## src/rtl/conv_pool_scheduler_if.sv

```systemverilog
// Conv/pool scheduler handshake bundle: control inputs, phase outputs, status.
// master: the scheduler side; slave: the conv/pool/arbiter environment side.
interface conv_pool_scheduler_if #(
  parameter int TS_BITS = 16
);
  logic               start;
  logic               conv_done;
  logic               pool_done;
  logic               arb_active;
  logic               conv_start;
  logic               pool_start;
  logic               enable;
  logic               conv_or_pool;
  logic               busy;
  logic               timestep_done;
  logic [TS_BITS-1:0] timestep_count;
  logic               error;

  modport master (
    input  start,
    input  conv_done,
    input  pool_done,
    input  arb_active,
    output conv_start,
    output pool_start,
    output enable,
    output conv_or_pool,
    output busy,
    output timestep_done,
    output timestep_count,
    output error
  );

  modport slave (
    output start,
    output conv_done,
    output pool_done,
    output arb_active,
    input  conv_start,
    input  pool_start,
    input  enable,
    input  conv_or_pool,
    input  busy,
    input  timestep_done,
    input  timestep_count,
    input  error
  );
endinterface

```

## src/rtl/conv_pool_scheduler.sv

```systemverilog
// Sequences one timestep: conv phase, drain, pool phase, drain, done pulse.
// Ports: clk, rst (sync, active-high), bus (conv_pool_scheduler_if.master).
// Macro CONV_POOL_SCHED_TIMEOUT_EN compiles in a per-RUN-phase watchdog.
module conv_pool_scheduler #(
  parameter int DRAIN_CYCLES   = 2,
  parameter int TS_BITS        = 16,
  parameter int TIMEOUT_CYCLES = 65535
) (
  input  logic                    clk,
  input  logic                    rst,
  conv_pool_scheduler_if.master   bus
);

  if (DRAIN_CYCLES < 1 || DRAIN_CYCLES > 255) begin : g_bad_drain
    $error("DRAIN_CYCLES out of range");
  end
  if (TIMEOUT_CYCLES < 1 || TIMEOUT_CYCLES > 1048575) begin : g_bad_to
    $error("TIMEOUT_CYCLES out of range");
  end

  typedef enum logic [2:0] {
    IDLE,
    CONV_START,
    CONV_RUN,
    CONV_DRAIN,
    POOL_START,
    POOL_RUN,
    POOL_DRAIN,
    DONE
  } state_e;

  localparam logic [7:0] DRAIN_LAST = 8'(DRAIN_CYCLES);

  state_e             state_q, state_d;
  logic [7:0]         drain_q, drain_d;
  logic [TS_BITS-1:0] ts_q, ts_d;

  logic conv_start_q, conv_start_d;
  logic pool_start_q, pool_start_d;
  logic enable_q, enable_d;
  logic cop_q, cop_d;
  logic busy_q, busy_d;
  logic tsd_q, tsd_d;

`ifdef CONV_POOL_SCHED_TIMEOUT_EN
  localparam logic [19:0] WD_LAST = 20'(TIMEOUT_CYCLES - 1);
  logic [19:0] wd_q, wd_d;
  logic        err_q, err_d;
`endif

  // Drain exits when the next count value hits DRAIN_CYCLES, so an
  // idle arbiter gives exactly DRAIN_CYCLES cycles in each DRAIN state.
  always_comb begin
    state_d = state_q;
    drain_d = '0;
    ts_d    = ts_q;
`ifdef CONV_POOL_SCHED_TIMEOUT_EN
    wd_d    = '0;
    err_d   = err_q;
`endif
    unique case (state_q)
      IDLE: begin
        if (bus.start) begin
          state_d = CONV_START;
`ifdef CONV_POOL_SCHED_TIMEOUT_EN
          err_d   = 1'b0;
`endif
        end
      end
      CONV_START: state_d = CONV_RUN;
      CONV_RUN: begin
        if (bus.conv_done) begin
          state_d = CONV_DRAIN;
        end
`ifdef CONV_POOL_SCHED_TIMEOUT_EN
        else if (wd_q == WD_LAST) begin
          state_d = IDLE;
          err_d   = 1'b1;
        end else begin
          wd_d = wd_q + 20'd1;
        end
`endif
      end
      CONV_DRAIN: begin
        if (bus.arb_active) begin
          drain_d = '0;
        end else if (drain_q + 8'd1 == DRAIN_LAST) begin
          state_d = POOL_START;
        end else begin
          drain_d = drain_q + 8'd1;
        end
      end
      POOL_START: state_d = POOL_RUN;
      POOL_RUN: begin
        if (bus.pool_done) begin
          state_d = POOL_DRAIN;
        end
`ifdef CONV_POOL_SCHED_TIMEOUT_EN
        else if (wd_q == WD_LAST) begin
          state_d = IDLE;
          err_d   = 1'b1;
        end else begin
          wd_d = wd_q + 20'd1;
        end
`endif
      end
      POOL_DRAIN: begin
        if (bus.arb_active) begin
          drain_d = '0;
        end else if (drain_q + 8'd1 == DRAIN_LAST) begin
          state_d = DONE;
          // count becomes visible together with timestep_done
          ts_d    = ts_q + TS_BITS'(1);
        end else begin
          drain_d = drain_q + 8'd1;
        end
      end
      DONE: state_d = IDLE;
      default: state_d = IDLE;
    endcase
  end

  // Outputs are decoded from the next state and registered.
  always_comb begin
    conv_start_d = (state_d == CONV_START);
    pool_start_d = (state_d == POOL_START);
    enable_d     = (state_d == CONV_RUN)   ||
                   (state_d == CONV_DRAIN) ||
                   (state_d == POOL_RUN)   ||
                   (state_d == POOL_DRAIN);
    cop_d        = !((state_d == POOL_START) ||
                     (state_d == POOL_RUN)   ||
                     (state_d == POOL_DRAIN) ||
                     (state_d == DONE));
    busy_d       = (state_d != IDLE);
    tsd_d        = (state_d == DONE);
  end

  always_ff @(posedge clk) begin
    if (rst) begin
      state_q      <= IDLE;
      drain_q      <= '0;
      ts_q         <= '0;
      conv_start_q <= 1'b0;
      pool_start_q <= 1'b0;
      enable_q     <= 1'b0;
      cop_q        <= 1'b1;
      busy_q       <= 1'b0;
      tsd_q        <= 1'b0;
    end else begin
      state_q      <= state_d;
      drain_q      <= drain_d;
      ts_q         <= ts_d;
      conv_start_q <= conv_start_d;
      pool_start_q <= pool_start_d;
      enable_q     <= enable_d;
      cop_q        <= cop_d;
      busy_q       <= busy_d;
      tsd_q        <= tsd_d;
    end
  end

`ifdef CONV_POOL_SCHED_TIMEOUT_EN
  always_ff @(posedge clk) begin
    if (rst) begin
      wd_q  <= '0;
      err_q <= 1'b0;
    end else begin
      wd_q  <= wd_d;
      err_q <= err_d;
    end
  end

  assign bus.error = err_q;
`else
  assign bus.error = 1'b0;
`endif

  assign bus.conv_start     = conv_start_q;
  assign bus.pool_start     = pool_start_q;
  assign bus.enable         = enable_q;
  assign bus.conv_or_pool   = cop_q;
  assign bus.busy           = busy_q;
  assign bus.timestep_done  = tsd_q;
  assign bus.timestep_count = ts_q;

endmodule

```

## src/flat_wrapper.sv

```systemverilog
// flat-port wrapper written by rule: the top's interface ports become plain ports
module conv_pool_scheduler_flat 
#(
  parameter int DRAIN_CYCLES   = 2,
  parameter int TS_BITS        = 16,
  parameter int TIMEOUT_CYCLES = 65535
)
  (clk, rst, bus_start, bus_conv_done, bus_pool_done, bus_arb_active, bus_conv_start, bus_pool_start, bus_enable, bus_conv_or_pool, bus_busy, bus_timestep_done, bus_timestep_count, bus_error);
  conv_pool_scheduler_if #(.TS_BITS(TS_BITS)) bus_i ();
  input  logic clk;
  input  logic rst;
  input wire logic [$bits(bus_i.start)-1:0] bus_start;
  input wire logic [$bits(bus_i.conv_done)-1:0] bus_conv_done;
  input wire logic [$bits(bus_i.pool_done)-1:0] bus_pool_done;
  input wire logic [$bits(bus_i.arb_active)-1:0] bus_arb_active;
  output wire logic [$bits(bus_i.conv_start)-1:0] bus_conv_start;
  output wire logic [$bits(bus_i.pool_start)-1:0] bus_pool_start;
  output wire logic [$bits(bus_i.enable)-1:0] bus_enable;
  output wire logic [$bits(bus_i.conv_or_pool)-1:0] bus_conv_or_pool;
  output wire logic [$bits(bus_i.busy)-1:0] bus_busy;
  output wire logic [$bits(bus_i.timestep_done)-1:0] bus_timestep_done;
  output wire logic [$bits(bus_i.timestep_count)-1:0] bus_timestep_count;
  output wire logic [$bits(bus_i.error)-1:0] bus_error;
  assign bus_i.start = bus_start;
  assign bus_i.conv_done = bus_conv_done;
  assign bus_i.pool_done = bus_pool_done;
  assign bus_i.arb_active = bus_arb_active;
  assign bus_conv_start = bus_i.conv_start;
  assign bus_pool_start = bus_i.pool_start;
  assign bus_enable = bus_i.enable;
  assign bus_conv_or_pool = bus_i.conv_or_pool;
  assign bus_busy = bus_i.busy;
  assign bus_timestep_done = bus_i.timestep_done;
  assign bus_timestep_count = bus_i.timestep_count;
  assign bus_error = bus_i.error;
  conv_pool_scheduler #(.DRAIN_CYCLES(DRAIN_CYCLES), .TS_BITS(TS_BITS), .TIMEOUT_CYCLES(TIMEOUT_CYCLES)) u_core (.clk(clk), .rst(rst), .bus(bus_i));
endmodule
```

## config.mk

```make
export PLATFORM = sky130hd
export DESIGN_NAME = conv_pool_scheduler_flat
export DESIGN_NICKNAME = d
export VERILOG_FILES = /design/src/rtl/conv_pool_scheduler_if.sv /design/src/rtl/conv_pool_scheduler.sv /design/src/flat_wrapper.sv
export SDC_FILE = /design/constraint.sdc
export NUM_CORES = 1
export LEC_CHECK = 0
export BUFFER_PORTS_ARGS = -buffer_cell sky130_fd_sc_hd__buf_2
export CORE_MARGIN = 2
export CORE_UTILIZATION = 30
export DETAILED_ROUTE_END_ITERATION = 10
export GPL_TIMING_DRIVEN = 0
export HOLD_SLACK_MARGIN = 0.02
export MAX_ROUTING_LAYER = met4
export PLACE_DENSITY = 0.48
export SLEW_MARGIN = 20
export SYNTH_ARGS = -nofsm -noshare
export SYNTH_HDL_FRONTEND = slang
export SYNTH_SLANG_ARGS = --single-unit
```

## constraint.sdc

```tcl
create_clock -name clk -period 4.6 [get_ports clk]
set_input_delay 0.69 -clock clk [delete_from_list [all_inputs] [get_ports clk]]
set_output_delay 0.69 -clock clk [all_outputs]
set_load 0.02 [all_outputs]
```

==> flow_summary.json, run 1 <==
{
  "synthArstFlopShare_pct": 0,
  "share_of_the_yosys_chip_area_belonging_to_registers_pct": 39.6,
  "cts_repair_resize_count": 0,
  "leakagePower_nw": 0.741,
  "route.final.wire_length_mm": 3.66,
  "viasPerCell": 4.83,
  "post-synth-top-area-cell": "sky130_fd_sc_hd__dfxtp_1",
  "numCtsBuffers": 5,
  "drc": 0,
  "via_count_of_the_first_global_routing_pass": 1341,
  "post_dp_cell_area_um2": 1900,
  "synth_fp_nets": 205,
  "max_freq_ghz": 0.343,
  "maxCapViolations": 0,
  "grt_antenna_before_repair": 0,
  "grt_max_degree": 11,
  "setup_total_negative_slack_ps": 0,
  "worst_slew_margin_rel_pct": 46.8,
  "slew_violations": 0,
  "initial_utilization_pct": 30.6,
  "nets": 239,
  "layout-drive-gt1-share_pct": 21.6,
  "ctsRootBufferMaster": "sky130_fd_sc_hd__clkbuf_8",
  "dr_total_vias": 1463,
  "setup_ws_ps": 1690,
  "dp_worst_setup_slack_ps": 1700,
  "timing.hold.worst.class": "register to register",
  "critPathMaxFanout": 10,
  "ir_worst_vdd_v": 0.000114,
  "dieHeight_um": 78.5,
  "core.rowCount": 27,
  "clk_latency_ps": 290,
  "syn2layout_area_growth_pct": 20.9,
  "timing.final.crit_period_ps": 2910,
  "worst-endpoint-arrival_ps": 3080,
  "ys_types": 44,
  "clkSlewWorstSetupHoldPaths_ps": 80,
  "instances_no_fill": 303,
  "worst_hold_slack_ps": 505,
  "path_class": "register to register",
  "area_of_the_die_um2": 6170,
  "postSynthCellCount": 196,
  "hold_violations": 0,
  "globalplace.congestion": 0.749,
  "antennaDiodeCount": 0,
  "netlist_area_um2": 1670,
  "number_of_cells_on_the_worst_hold_path": 2,
  "tritoncts": "yes",
  "crit_required_ps": 4770,
  "final_antenna_net_count": 0,
  "cts_htree_levels": 2,
  "fin_area_um2": 2010,
  "cts_buffer_depth": 2,
  "core_area_um2": 5440,
  "chipWidth_um": 78.5,
  "n_fill_cell": 590,
  "finalSetupViolCount": 0,
  "synth.top_cells.by_area": "sky130_fd_sc_hd__dfxtp_1, sky130_fd_sc_hd__a21oi_1, sky130_fd_sc_hd__o21ai_0",
  "rsz_0062_raised_after_global_routing": "false",
  "numPortBuffers": 27,
  "track_usage_pct": 13.3,
  "cts.sink_count": 33,
  "grt_pass1_wl_mm": 6.28,
  "dpl_wire_length_mm": 2.60,
  "status": "finished, final reports clean",
  "drtIter0Drc": 71,
  "synth_edf_count": 0,
  "drt_pass1_iterations": 4,
  "remaining_overflow_grt": 0,
  "avgRoutedWirePerCell_um": 12.1,
  "finalClockSkew_ps": 15.6,
  "postCtsSetupRepairBufs": 0,
  "reg2regPathDepth": 9,
  "yosysTopAreaCellShare_pct": 39.6,
  "setup.worst_path.end_class": "register",
  "synth_seq_cells": 33,
  "yosysWarningCount": 0,
  "start_kind": "register",
  "holdBufCountCts": 0,
  "ios": 29,
  "postSynthAreaPerCell_um2": 8.50,
  "post_place_cells": 295,
  "timing.final.crit_share_pct": 63.3,
  "total_power_divided_by_cell_area_nw_per_um2": 314,
  "ys_flop_type": "sky130_fd_sc_hd__dfxtp_1",
  "worst_slew_pin_slew_ps": 791
}
per-layer routing:
metal	part of all wire (%)	up-vias	GRT usage, %
li1	-	766	-
met5	0	-	-
met1	50	668	16.8
met3	3.7	6	3.45
met4	1.4	0	5.26
met2	45	23	20.2
synth_stat cells, types with 3 or more instances:
library cell                n
sky130_fd_sc_hd__a21oi_1   15
sky130_fd_sc_hd__and3_1     6
sky130_fd_sc_hd__clkbuf_1   8
sky130_fd_sc_hd__dfxtp_1   33
sky130_fd_sc_hd__ha_1       3
sky130_fd_sc_hd__inv_1      7
sky130_fd_sc_hd__nand2_1   17
sky130_fd_sc_hd__nand3_1    5
sky130_fd_sc_hd__nand4_1    3
sky130_fd_sc_hd__nand4b_1   4
sky130_fd_sc_hd__nor2_1    19
sky130_fd_sc_hd__nor2b_1    3
sky130_fd_sc_hd__nor3_1     3
sky130_fd_sc_hd__o21ai_0   15
sky130_fd_sc_hd__o31ai_1    3
sky130_fd_sc_hd__or3_1      9
sky130_fd_sc_hd__or4_1      4
sky130_fd_sc_hd__xnor2_1    6
sky130_fd_sc_hd__xor2_1     3
sequential cells by signal, indices dropped and copies added (netlist names):
signal	count
u_core.bus.enable	1
u_core.state_q	3
u_core.bus.pool_start	1
u_core.bus.timestep_count	16
u_core.drain_q	8
u_core.bus.conv_start	1
u_core.bus.timestep_done	1
u_core.bus.busy	1
u_core.bus.conv_or_pool	1
per-stage QoR:
step / utilization [%] / power [mW]
2_1_floorplan: - / 0.336
3_3_place_gp: 34.8 / 0.351
3_5_place_dp: 34.9 / 0.350
4_1_cts: 37.0 / 0.638
5_1_grt: 37.0 / 0.656
6_report: 37.0 / 0.632
final cells by class:
type | count | area, um^2 | area share [%]
Tap cell | 72 | 90.1 | 4.47
Timing Repair Buffer | 27 | 135 | 6.71
Multi-Input combinational cell | 145 | 933 | 46.3
Sequential cell | 33 | 661 | 32.8
Clock inverter | 1 | 30.0 | 1.49
Inverter | 8 | 30.0 | 1.49
Buffer | 10 | 48.8 | 2.42
Clock buffer | 7 | 86.3 | 4.29
cell families after synthesis:
kind of cell             Yosys count  share of synthesized area (%)
flip-flops                        33                           39.6
multiplexers                       3                           2.48
AND/OR/NAND/NOR                   84                           27.6
XOR/XNOR                           9                           4.73
AO/OA/AOI/OAI                     45                           18.4
buffers and inverters             18                           4.73
other                              1                          0.225
adder cells (fa/ha/maj)            3                           2.25
worst max-delay path, cell delays in order (launching register included):
cell                       delay (ps)
sky130_fd_sc_hd__dfxtp_1          400
sky130_fd_sc_hd__ha_1             290
sky130_fd_sc_hd__and3_1           240
sky130_fd_sc_hd__a311oi_1         470
sky130_fd_sc_hd__a31oi_4           70
sky130_fd_sc_hd__or4_1            480
sky130_fd_sc_hd__clkbuf_1         230
sky130_fd_sc_hd__clkbuf_1         270
sky130_fd_sc_hd__o31ai_1          250
sky130_fd_sc_hd__a21oi_1           90
report_power, final:
| part | total (mW) | switching (mW) | internal (mW) |
|---|---|---|---|
| clock | 0.288 | 0.112 | 0.177 |
| combinational | 0.0486 | 0.0310 | 0.0175 |
| sequential | 0.295 | 0.00242 | 0.292 |
| total | 0.632 | 0.145 | 0.487 |
placed cells by master (no fill, tap or decap), drive strengths merged, types with 4 or more instances in the layout:
cell type / netlist / routed
buf: 2 / 29
or3: 10 / 10
o21ai: 15 / 15
dfxtp: 33 / 33
xnor2: 6 / 6
o31ai: 4 / 4
inv: 8 / 8
nand4b: 4 / 4
nor2: 19 / 19
or4: 6 / 6
and3: 6 / 6
a21oi: 15 / 15
clkbuf: 8 / 15
nand2: 17 / 17
nand3: 5 / 5
final timing paths:
check	startpoint	endpoint	slack (ps)
min	u_core.bus.timestep_count[12]	u_core.bus.timestep_count[12]	500
max reg2reg	u_core.drain_q[0]	u_core.bus.timestep_count[9]	1690
max	u_core.drain_q[0]	u_core.bus.timestep_count[9]	1690
min reg2reg	u_core.bus.timestep_count[12]	u_core.bus.timestep_count[12]	500
Power figures use the tool's default switching activity.
==> inputs of run 2 (changes only) <==
- PLACE_DENSITY: 0.48 -> 0.5
- clock period: 4.6 -> 2.6 ns (I/O delays scaled with it)
==> run 2 against run 1 <==
Worst setup slack got worse by 1600 ps. Wire length rose by 5.0%. Register-to-register slack got worse by 1600 ps. Critical endpoint is now u_core.bus.timestep_count[15]. Largest cell class unchanged. Largest power group unchanged.
==> flow_summary.json, run 2 (same netlist as run 1, synthesis figures left out) <==
{
  "post_dp_cell_area_um2": 1910,
  "slew_violations": 0,
  "nets": 249,
  "setup.worst_path.end_class": "register",
  "finalSetupViolCount": 0,
  "antennaDiodeCount": 0,
  "timing.final.crit_share_pct": 98.4,
  "fin_area_um2": 2140,
  "dr_total_vias": 1538,
  "grt_max_degree": 11,
  "syn2layout_area_growth_pct": 28.5,
  "dieHeight_um": 78.5,
  "maxCapViolations": 0,
  "ctsRootBufferMaster": "sky130_fd_sc_hd__clkbuf_8",
  "final_antenna_net_count": 0,
  "cts.sink_count": 33,
  "initial_utilization_pct": 30.6,
  "cts_buffer_depth": 2,
  "timing.critical_path.cells": "ha_4, or3_4, o31ai_4, o311ai_4, or3_1, buf_6, or4_4, mux2_4",
  "rsz_0062_raised_after_global_routing": "true",
  "core.rowCount": 27,
  "n_fill_cell": 576,
  "final_core_occ_pct": 39.4,
  "power.sequential.fraction_pct": 52.5,
  "via_count_of_the_first_global_routing_pass": 1384,
  "worst_slew_margin_rel_pct": 49.7,
  "area_of_the_die_um2": 6170,
  "numPortBuffers": 27,
  "clk_latency_ps": 290,
  "start_kind": "register",
  "hold_violations": 0,
  "leakagePower_nw": 0.779,
  "max_freq_ghz": 0.391,
  "worst_slew_pin_slew_ps": 748,
  "dpl_wire_length_mm": 2.61,
  "track_usage_pct": 13.5,
  "critical_path.max_stage_delay_ps": 530,
  "layout.cells.most_common_list": "sky130_fd_sc_hd__buf_2, sky130_fd_sc_hd__dfxtp_1, sky130_fd_sc_hd__nor2_1, sky130_fd_sc_hd__nand2_1",
  "post_place_cells": 295,
  "switching_power_share_of_the_total_pct": 25.8,
  "clkSlewWorstSetupHoldPaths_ps": 80,
  "largest_reg_flops": 16,
  "p_sw_mw": 0.255,
  "finalPower_mw": 0.989,
  "timing.critical_path.slowest_stage_cell": "sky130_fd_sc_hd__or4_4",
  "power_report.internal_total_mw": 0.734,
  "avgRoutedWirePerCell_um": 12.3,
  "holdBufCountCts": 0,
  "route.final.wire_length_mm": 3.84,
  "globalplace.congestion": 0.738,
  "drt_pass1_iterations": 4,
  "timing.final.crit_period_ps": 2560,
  "cts_htree_levels": 2,
  "ios": 29,
  "viasPerCell": 4.91,
  "grt_pass1_wl_mm": 6.51,
  "crit_required_ps": 2780,
  "core_area_um2": 5440,
  "status": "finished, final reports clean",
  "layout-drive-gt1-share_pct": 30.7,
  "multiInputGateArea_um2": 1000,
  "finalClockSkew_ps": 11.2,
  "total_power_divided_by_cell_area_nw_per_um2": 462,
  "register_area_um2": 672,
  "timing.hold.worst.class": "input port to register",
  "numCtsBuffers": 5,
  "path_class": "register to register",
  "remaining_overflow_grt": 0,
  "drc": 0,
  "power_frac_clock_pct": 38.4,
  "power_frac_comb_pct": 9.0,
  "instances_no_fill": 313,
  "worst-endpoint-arrival_ps": 2730,
  "drtIter0Drc": 158,
  "ir_worst_vdd_v": 0.000210,
  "grt_antenna_before_repair": 0,
  "worst_hold_slack_ps": 423,
  "chipWidth_um": 78.5,
  "critPathMaxFanout": 8,
  "tritoncts": "yes"
}
-- run 2: critical path: cells and delay by family, from the launching register on --
kind	cells	cell delay (ps)
flops	1	360
simple gates	3	1240
fa+ha+maj	1	170
buf+inv	1	140
mux	1	300
compound gates	2	230
-- run 2: repair_timing --
action	CTS	global route
setup buffers	6	5
resized for setup	10	7
setup endpoints to repair	12	12
pin swaps	4	3
-- run 2: final cells by class --
type / count / area share (%)
clock inverter: 2 / 0.467
inverter: 8 / 1.40
multi-input combinational: 145 / 46.7
clock buffer: 6 / 3.39
tap: 72 / 4.21
sequential: 33 / 31.4
timing repair buffer: 38 / 10.3
buffer: 9 / 2.16
-- run 2: routing by layer --
metal  share of wire (%)  track usage [%]
met5                   0                -
met1                  49             17.4
met2                  45             20.3
met3                 5.3             4.02
met4                 1.2             4.21
-- run 2: worst paths after layout --
path                                                   start                            end  slack, ps  cells after the start
worst max-delay path                       u_core.drain_q[1]  u_core.bus.timestep_count[15]         40                      8
worst min-delay path                               bus_start              u_core.state_q[0]        420                      3
worst max register to register             u_core.drain_q[1]  u_core.bus.timestep_count[15]         40                      8
worst min register to register  u_core.bus.timestep_count[7]   u_core.bus.timestep_count[7]        490                      2
-- run 2: power by group through the flow --
stage | clock (mW) | sequential [mW] | combinational (mW)
6_report | 0.380 | 0.520 | 0.0893
5_1_grt | 0.417 | 0.521 | 0.100
4_1_cts | 0.390 | 0.520 | 0.0883
3_5_place_dp | 0 | 0.534 | 0.0853
3_3_place_gp | 0 | 0.534 | 0.0856
2_1_floorplan | 0 | 0.543 | 0.0511
-- run 2: stage by stage --
step / TNS (ps) / setup slack [ps]
after floorplan: 0 / 27.9
after global placement: -969 / -117
after detailed placement: -807 / -109
after CTS: 0 / 10.6
after global routing: -37.4 / -29.8
final: 0 / 42.5
